**src/rtl/pipe_pkg.sv**
```systemverilog
// -----------------------------------------------------------------------------
// pipe_pkg
// Shared types and constants for the pipeline hazard controller.
//   sb_entry_t   : one in-flight scoreboard entry (EXE..WB).
//   SB_AW_MAX    : storage width of register fields inside an entry; narrower
//                  register addresses are zero-extended into it.
//   SEL_REGFILE  : forwarding select value meaning "read the register file".
//   sel_width()  : width of a forwarding select for a given pipeline depth.
// -----------------------------------------------------------------------------
package pipe_pkg;

   localparam int SB_AW_MAX   = 8;
   localparam int SEL_REGFILE = 0;

   // A select must encode 0..nstage-1; never narrower than one bit.
   function automatic int sel_width(input int nstage);
      return (nstage > 2) ? $clog2(nstage) : 1;
   endfunction

   typedef struct packed {
      logic                 valid;
      logic                 wb_en;
      logic                 mem_r_en;
      logic [SB_AW_MAX-1:0] dest;
      logic [SB_AW_MAX-1:0] src1;
      logic [SB_AW_MAX-1:0] src2;
      logic                 two_src;
   } sb_entry_t;

endpackage

```
**src/rtl/sb_match.sv**
```systemverilog
// -----------------------------------------------------------------------------
// sb_match
// Combinational comparator of one source register against every scoreboard
// entry.
//   live  : per entry, valid AND wb_en (the entry will write a register)
//   dests : per entry, destination register
//   src   : source register under test
//   match : bit k set when entry k writes src
// -----------------------------------------------------------------------------
module sb_match
   import pipe_pkg::*;
#(
   parameter int NSTAGE = 3
) (
   input  logic [NSTAGE-1:0]                live,
   input  logic [NSTAGE-1:0][SB_AW_MAX-1:0] dests,
   input  logic [SB_AW_MAX-1:0]             src,
   output logic [NSTAGE-1:0]                match
);

   always_comb begin
      for (int k = 0; k < NSTAGE; k++) begin
         match[k] = live[k] && (dests[k] == src);
      end
   end

endmodule

```
**src/rtl/pipe_hazard_ctrl.sv**
```systemverilog
// -----------------------------------------------------------------------------
// pipe_hazard_ctrl
// Tracks the instructions in EXE..WB and produces the IF/ID freeze, the branch
// flush, per-operand forwarding selects and stall/flush statistics.
//   clk, rst        : clock (rising edge), asynchronous active-high reset
//   fwd_en          : 1 = forwarding mode, 0 = stall-only mode
//   id_*            : the instruction currently in ID (issue side)
//   br_taken        : branch resolved taken in EXE this cycle
//   mem_wait        : data memory busy, whole pipe holds
//   freeze, flush   : IF/ID hold and IF/ID + ID/EXE clear
//   sel_src1/2      : forwarding selects for the EXE operands (0 = regfile,
//                     k = forward from scoreboard entry k)
//   stall_cnt       : hazard-caused freeze cycles (saturating)
//   flush_cnt       : flush cycles (saturating)
// -----------------------------------------------------------------------------
module pipe_hazard_ctrl
   import pipe_pkg::*;
#(
   parameter int REG_AW = 4,
   parameter int NSTAGE = 3,
   parameter int SEL_W  = sel_width(NSTAGE),
   parameter int CNT_W  = 16
) (
   input  logic              clk,
   input  logic              rst,
   input  logic              fwd_en,
   input  logic              id_valid,
   input  logic [REG_AW-1:0] id_src1,
   input  logic [REG_AW-1:0] id_src2,
   input  logic              id_two_src,
   input  logic              id_wb_en,
   input  logic              id_mem_r_en,
   input  logic [REG_AW-1:0] id_dest,
   input  logic              br_taken,
   input  logic              mem_wait,
   output logic              freeze,
   output logic              flush,
   output logic [SEL_W-1:0]  sel_src1,
   output logic [SEL_W-1:0]  sel_src2,
   output logic [CNT_W-1:0]  stall_cnt,
   output logic [CNT_W-1:0]  flush_cnt
);

   // Entries 0..NSTAGE-2 have not yet written the register file; WB has
   // (write-before-read), so stall-only mode ignores the last entry.
   localparam logic [NSTAGE-1:0] NO_WB_MASK = {1'b0, {(NSTAGE-1){1'b1}}};

   sb_entry_t [NSTAGE-1:0] sb_q, sb_d;
   logic [CNT_W-1:0]       stall_cnt_q, stall_cnt_d;
   logic [CNT_W-1:0]       flush_cnt_q, flush_cnt_d;

   logic [NSTAGE-1:0]                live;
   logic [NSTAGE-1:0][SB_AW_MAX-1:0] dests;
   logic [NSTAGE-1:0]                m_id1, m_id2, m_ex1, m_ex2;
   logic [NSTAGE-1:0]                id_hit;
   logic                             hazard;
   logic [SEL_W-1:0]                 sel1, sel2;

   always_comb begin
      for (int k = 0; k < NSTAGE; k++) begin
         live[k]  = sb_q[k].valid & sb_q[k].wb_en;
         dests[k] = sb_q[k].dest;
      end
   end

   // Issue-side comparisons (ID sources) and EXE-side comparisons (operands
   // of the instruction sitting in entry 0).
   sb_match #(.NSTAGE(NSTAGE)) u_match_id1 (
      .live(live), .dests(dests), .src(SB_AW_MAX'(id_src1)), .match(m_id1));
   sb_match #(.NSTAGE(NSTAGE)) u_match_id2 (
      .live(live), .dests(dests), .src(SB_AW_MAX'(id_src2)), .match(m_id2));
   sb_match #(.NSTAGE(NSTAGE)) u_match_ex1 (
      .live(live), .dests(dests), .src(sb_q[0].src1), .match(m_ex1));
   sb_match #(.NSTAGE(NSTAGE)) u_match_ex2 (
      .live(live), .dests(dests), .src(sb_q[0].src2), .match(m_ex2));

   always_comb begin
      id_hit = m_id1 | (id_two_src ? m_id2 : '0);
      if (fwd_en) begin
         // Only a load still in EXE cannot forward in time (load-use).
         hazard = id_valid & id_hit[0] & sb_q[0].mem_r_en;
      end else begin
         hazard = id_valid & (|(id_hit & NO_WB_MASK));
      end
   end

   // Forward from the youngest producer: scanning from the oldest entry down
   // lets the smallest matching index overwrite the choice.
   always_comb begin
      // NOTE: every combinational output gets a default first so no path
      // leaves it unassigned and no latch is inferred.
      sel1 = SEL_W'(SEL_REGFILE);
      sel2 = SEL_W'(SEL_REGFILE);
      for (int k = NSTAGE-1; k >= 1; k--) begin
         if (m_ex1[k]) sel1 = SEL_W'(k);
         if (m_ex2[k]) sel2 = SEL_W'(k);
      end
      if (!fwd_en || !sb_q[0].valid) begin
         sel1 = SEL_W'(SEL_REGFILE);
         sel2 = SEL_W'(SEL_REGFILE);
      end
      if (!sb_q[0].two_src) sel2 = SEL_W'(SEL_REGFILE);
   end

   always_comb begin
      sb_d        = sb_q;
      stall_cnt_d = stall_cnt_q;
      flush_cnt_d = flush_cnt_q;
      if (!mem_wait) begin
         for (int k = NSTAGE-1; k >= 1; k--) begin
            sb_d[k] = sb_q[k-1];
         end
         sb_d[0] = '0;
         // A taken branch squashes the ID instruction even without a hazard.
         if (id_valid && !hazard && !br_taken) begin
            sb_d[0].valid    = 1'b1;
            sb_d[0].wb_en    = id_wb_en;
            sb_d[0].mem_r_en = id_mem_r_en;
            sb_d[0].dest     = SB_AW_MAX'(id_dest);
            sb_d[0].src1     = SB_AW_MAX'(id_src1);
            sb_d[0].src2     = SB_AW_MAX'(id_src2);
            sb_d[0].two_src  = id_two_src;
         end
         if (hazard && !br_taken && (stall_cnt_q != '1)) stall_cnt_d = stall_cnt_q + 1'b1;
         if (br_taken && (flush_cnt_q != '1))            flush_cnt_d = flush_cnt_q + 1'b1;
      end
   end

   // NOTE: the scoreboard is a handful of flops whose valid bits must be
   // cleared for the first cycle, so the whole array is reset, not just data.
   always_ff @(posedge clk or posedge rst) begin
      if (rst) begin
         sb_q        <= '0;
         stall_cnt_q <= '0;
         flush_cnt_q <= '0;
      end else begin
         // NOTE: non-blocking assignments so every flop samples pre-edge values.
         sb_q        <= sb_d;
         stall_cnt_q <= stall_cnt_d;
         flush_cnt_q <= flush_cnt_d;
      end
   end

   // Outputs are held low while reset is asserted, even if mem_wait is high.
   assign freeze    = ~rst & (hazard | mem_wait);
   assign flush     = ~rst & br_taken & ~mem_wait;
   assign sel_src1  = sel1;
   assign sel_src2  = sel2;
   assign stall_cnt = stall_cnt_q;
   assign flush_cnt = flush_cnt_q;

   // The retiring entry's operand fields and self-matches of entry 0 have no
   // consumer.
   logic unused_bits;
   assign unused_bits = ^{sb_q[NSTAGE-1].mem_r_en, sb_q[NSTAGE-1].src1,
                          sb_q[NSTAGE-1].src2, sb_q[NSTAGE-1].two_src,
                          m_ex1[0], m_ex2[0]};

endmodule

```
**config.mk**
```make
export PLATFORM = sky130hd
export DESIGN_NAME = pipe_hazard_ctrl
export DESIGN_NICKNAME = d
export VERILOG_FILES = /design/src/rtl/pipe_pkg.sv /design/src/rtl/sb_match.sv /design/src/rtl/pipe_hazard_ctrl.sv
export SDC_FILE = /design/constraint.sdc
export NUM_CORES = 1
export LEC_CHECK = 0
export CORE_MARGIN = 2
export CORE_UTILIZATION = 35
export DETAILED_ROUTE_END_ITERATION = 10
export GPL_ROUTABILITY_DRIVEN = 0
export SYNTH_ARGS = -nofsm -noshare
export SYNTH_HDL_FRONTEND = slang
export SYNTH_HIERARCHICAL = 1
export SYNTH_SLANG_ARGS = --single-unit
```
**constraint.sdc**
```tcl
create_clock -name clk -period 1.9 [get_ports clk]
set_input_delay 0.38 -clock clk [delete_from_list [all_inputs] [get_ports clk]]
set_output_delay 0.38 -clock clk [all_outputs]
set_load 0.02 [all_outputs]
```
==> flow_summary.json <==
{
  "status": "complete, but fails checks",
  "violations": "setup timing",
  "num_rows": 36,
  "antenna_cells": 0,
  "grt_setup_unrepaired": "true",
  "dpl-instance-area_sq_um": 4760,
  "cts-root-buf": "clkbuf_8",
  "antenna_left": 0,
  "die_w_um": 103,
  "clk_pin_slew_worst_paths_ns": 0.07,
  "cts_buffers": 9,
  "cap_violations": 0,
  "core_sq_um": 9640,
  "h-tree-depth": 3,
  "synthCells": 310,
  "hpwl_um": 5920,
  "worst-path-buf-inv": 1,
  "path_delay_family": "flip-flops",
  "post_drt_via_cell_ratio": 4.34,
  "cp-start-kind": "flip-flop",
  "drtIter0Drc": 45,
  "clock_skew_ns": 0.0110,
  "grt_pass1_wl_um": 13100,
  "clock_sinks": 60,
  "track_usage": 0.161,
  "route.detailed.drc": 0,
  "cts_max_path_buffers": 2,
  "ir_worst_vdd_mv": 0.654,
  "slowest_delay_ns": 0.44,
  "hold_ws_ns": 0.474,
  "min_path_type": "input pin to flip-flop",
  "crit_path_end_kind": "output pin",
  "antenna_found_initial": 0,
  "finalPower_mw": 3.76,
  "gr-total-overflow": 0,
  "hold_violations": 0,
  "worstSetupPathType": "flip-flop to output pin",
  "powerDensity_nw_per_um2": 724,
  "fin_util": 0.539,
  "start_util": 0.357,
  "dp.cells": 605,
  "final_cell_area_sq_um": 5190,
  "grt_pass1_vias": 2786,
  "period_share": 1.17,
  "crit_fanout": 4,
  "yosysWarnings": 6,
  "post-route-min-period_ns": 2.22,
  "p_leak_nw": 2.28,
  "required_ns": 1.52,
  "syn2layout_area_growth_pct": 51.0,
  "fin_cells": 626,
  "avgSynthCellArea_sq_um": 11.1,
  "port_buffers": 58,
  "route.vias.total": 2714,
  "postLayoutSetupSlackWorst_ns": -0.324,
  "crit_chain": "xnor2_1 -> nand3_1 -> nor3_2 -> a21oi_1 -> o22ai_2 -> a21oi_2 -> nor2_2 -> buf_6",
  "cts_hold_buf": 0,
  "crit_arrival_ns": 1.84,
  "routedWlPerCell_um": 12.5,
  "drive_above_1_share": 0.276,
  "slowest_stage": "dfrtp_2",
  "setup_viol": 24,
  "die_y_um": 103,
  "fmax_mhz": 450,
  "ios": 59,
  "nNetsFinal": 511,
  "clk_latency_ns": 0.34,
  "drv_slew": 0,
  "routed_wirelength_um": 7790,
  "dr.pass1.iters": 4,
  "grt_max_degree": 46,
  "dieArea_sq_um": 10600,
  "cts_tree": "built",
  "syn_area_sq_um": 3440
}
-- worst paths after layout --
path,end,cells after the start,startpoint,slack (ns)
worst max-delay path,freeze,8,dests[9]$_DFFE_PP0N_,-0.32
worst min register to register,stall_cnt[15]$_DFFE_PP0P_,1,stall_cnt[15]$_DFFE_PP0P_,0.49
worst min-delay path,sb_q[4]$_DFFE_PP0N_,2,id_src2[3],0.47
worst max register to register,stall_cnt[11]$_DFFE_PP0P_,10,dests[9]$_DFFE_PP0N_,-0.17
max in group asynchronous,dests[10]$_DFFE_PP0N_,4,rst,1.07
min in group asynchronous,stall_cnt[10]$_DFFE_PP0P_,4,rst,0.59
-- placed cells by master, fill, tap and decap left out, types with 2 or more instances in the layout --
cell	n
clkinv_4	2
mux2_2	14
nor2_2	2
buf_4	47
nor3b_1	2
xor2_1	20
xnor2_1	64
and4_1	2
buf_12	2
xnor2_2	10
nor3_2	17
a22o_1	15
dfrtp_1	56
nand4_2	2
a21oi_2	2
clkdlybuf4s50_1	42
and3_1	5
conb_1	64
dlygate4sd2_1	8
buf_6	7
nand2_1	24
nand3_1	12
inv_1	3
bufinv_16	3
clkbuf_8	11
dfrtp_2	4
dlymetal6s2s_1	2
ha_1	2
nor2_1	10
and2_1	7
nand4_1	15
-- stage by stage --
step                setup slack, ns  TNS, ns
floorplan                    0.0353        0
global placement             -0.967   -21.56
detailed placement           -0.969   -22.66
CTS                          -0.355    -3.40
global route                 -0.431    -6.64
finish                       -0.324    -2.63
-- routing by layer --
layer	track usage	wire length [um]	vias to the layer above
met1	0.207	3630	1291
met5	0	0	-
met3	0.0427	317	13
met2	0.257	3700	37
met4	0.0648	142	0
li1	-	-	1373
-- flip-flops by register name, summed over array words and instances (netlist names) --
signal and count:
flush_cnt 16, sb_q 16, stall_cnt 16, dests 12
-- timing repair --
item	4_1_cts	5_1_grt
pin swaps	23	15
gates resized for setup	45	26
buffers inserted	0	5
setup endpoints to repair	38	40
-- power breakdown --
group / switching, mW / total [mW] / internal, mW
clock: 0.526 / 1.47 / 0.947
sequential: 0.119 / 1.50 / 1.38
combinational: 0.359 / 0.782 / 0.423
-- final cells by class --
type | instances | area [sq um]
fillers | 891 | 4450
multi-input cells | 304 | 2250
flip-flops and latches | 60 | 1510
repair buffers | 109 | 992
well taps | 133 | 166
clock buffers | 11 | 151
clock inverters | 5 | 108
inverters | 4 | 15.0
No activity file was read; power rests on OpenSTA's default activity.
==> RTL change: new RTL, same flow settings <==
`NSTAGE` is set to 3 in 2 places; all go to 2.
--- a/src/rtl/sb_match.sv
+++ b/src/rtl/sb_match.sv
@@ -10,7 +10,7 @@
 module sb_match
    import pipe_pkg::*;
 #(
-   parameter int NSTAGE = 3
+   parameter int NSTAGE = 2
 ) (
    input  logic [NSTAGE-1:0]                live,
    input  logic [NSTAGE-1:0][SB_AW_MAX-1:0] dests,
--- a/src/rtl/pipe_hazard_ctrl.sv
+++ b/src/rtl/pipe_hazard_ctrl.sv
@@ -17,7 +17,7 @@
    import pipe_pkg::*;
 #(
    parameter int REG_AW = 4,
-   parameter int NSTAGE = 3,
+   parameter int NSTAGE = 2,
    parameter int SEL_W  = sel_width(NSTAGE),
    parameter int CNT_W  = 16
 ) (
Ports: changed (resized sel_src1 and sel_src2); port bits go from 59 to 57. The function was not compared with the original's and may differ.
==> RTL change against the original RTL <==
- the flow still finishes with violations (setup timing)
- die area shrank 19%
- clock power decreased by 56%
- largest power group unchanged
- critical path type is now reg -> reg
- critical endpoint is now stall_cnt[11]
- utilization shrank 2.4 points
- worst setup slack improved by 88 ps
- combinational power decreased by 22%
- routed wire length is 26% lower
- design area is 24% lower
- area after synthesis decreased by 20%
- highest routed layer unchanged
- sequential cell count shrank 6
- critical path depth up 2
- synthesized cell count decreased by 22%
- total power decreased by 31%
- sequential power fell by 10%
==> RTL change: results (changes against the original RTL) <==
- Status: finished, violations left
- Failing checks: setup timing
- Dpl ws: -856.9 ps (+112.1 ps)
- Post-DP HPWL: 4260 µm (-28%)
- Setup Skew: 18.79 ps (+7.821 ps)
- Total Routed Length: 5774 µm (-26%)
- Clk pwr: 0.647 mW (-56%)
- Peak supply drop: 576.7 µV (-12%)
- Clock latency on the worst-skew pair: 310 ps (-30 ps)
- CP max stage delay: 460 ps (+20 ps)
- Nets: 385 (-25%)
- Comb. pwr: 0.609 mW (-22%)
- Setup ws final: -236.4 ps (+87.88 ps)
- WL met1: 2767 µm (-24%)
- Reg2reg start: dests[2]
- Routed vias/inst: 4.609 (+6.3%)
- Syn Area/Cell: 11.31 µm² (+2.0%)
- Pwr dens: 658.5 nW/µm² (-9.0%)
- Clk slew on worst S/H paths: 100 ps (+30 ps)
- Initial DRC count: 95 (+110%)
- Worst Hold Launch: id_src1[0]
- Placed cell area: 3749 µm² (-21%)
- Total clock sinks: 54 (-10%)
- Port Buf Inserts: 56 (-3.4%)
- Final setup viols: 18 (-25%)
- GRT Total Usage: 14.50% (-1.6 points)
- Met3 WL: 268 µm (-15%)
- Vias in the first global route: 2096 (-25%)
- H-tree levels: 2 (-1)
[RTL change: cell type report]
type | instances | area (µm²)
sequential | 54 | 1354
clock buffer | 5 | 68.82
clock inverter | 3 | 21.27
tap | 102 | 127.6
inverter | 4 | 15.01
multi-input combinational | 211 | 1567
fill | 736 | 3732
timing repair buffer | 86 | 802.0
[RTL change: worst max-delay path by stage]
stage / from / end / slack, ps / cells past startpoint
after CTS: dests[1] / freeze / -300 / 7
after global placement: id_src2[3] / freeze / -880 / 8
after floorplan: dests[0] / stall_cnt[7] / 90 / 8
after detailed placement: id_src2[1] / freeze / -860 / 8
final: dests[2] / stall_cnt[11] / -240 / 10
after global routing: dests[1] / stall_cnt[7] / -370 / 10
[RTL change: repair_timing]
| item | CTS | global route |
|---|---|---|
| setup buffers | 0 | 2 |
| setup endpoints to repair | 24 | 37 |
| pin swaps | 17 | 11 |
| gates resized for setup | 35 | 16 |
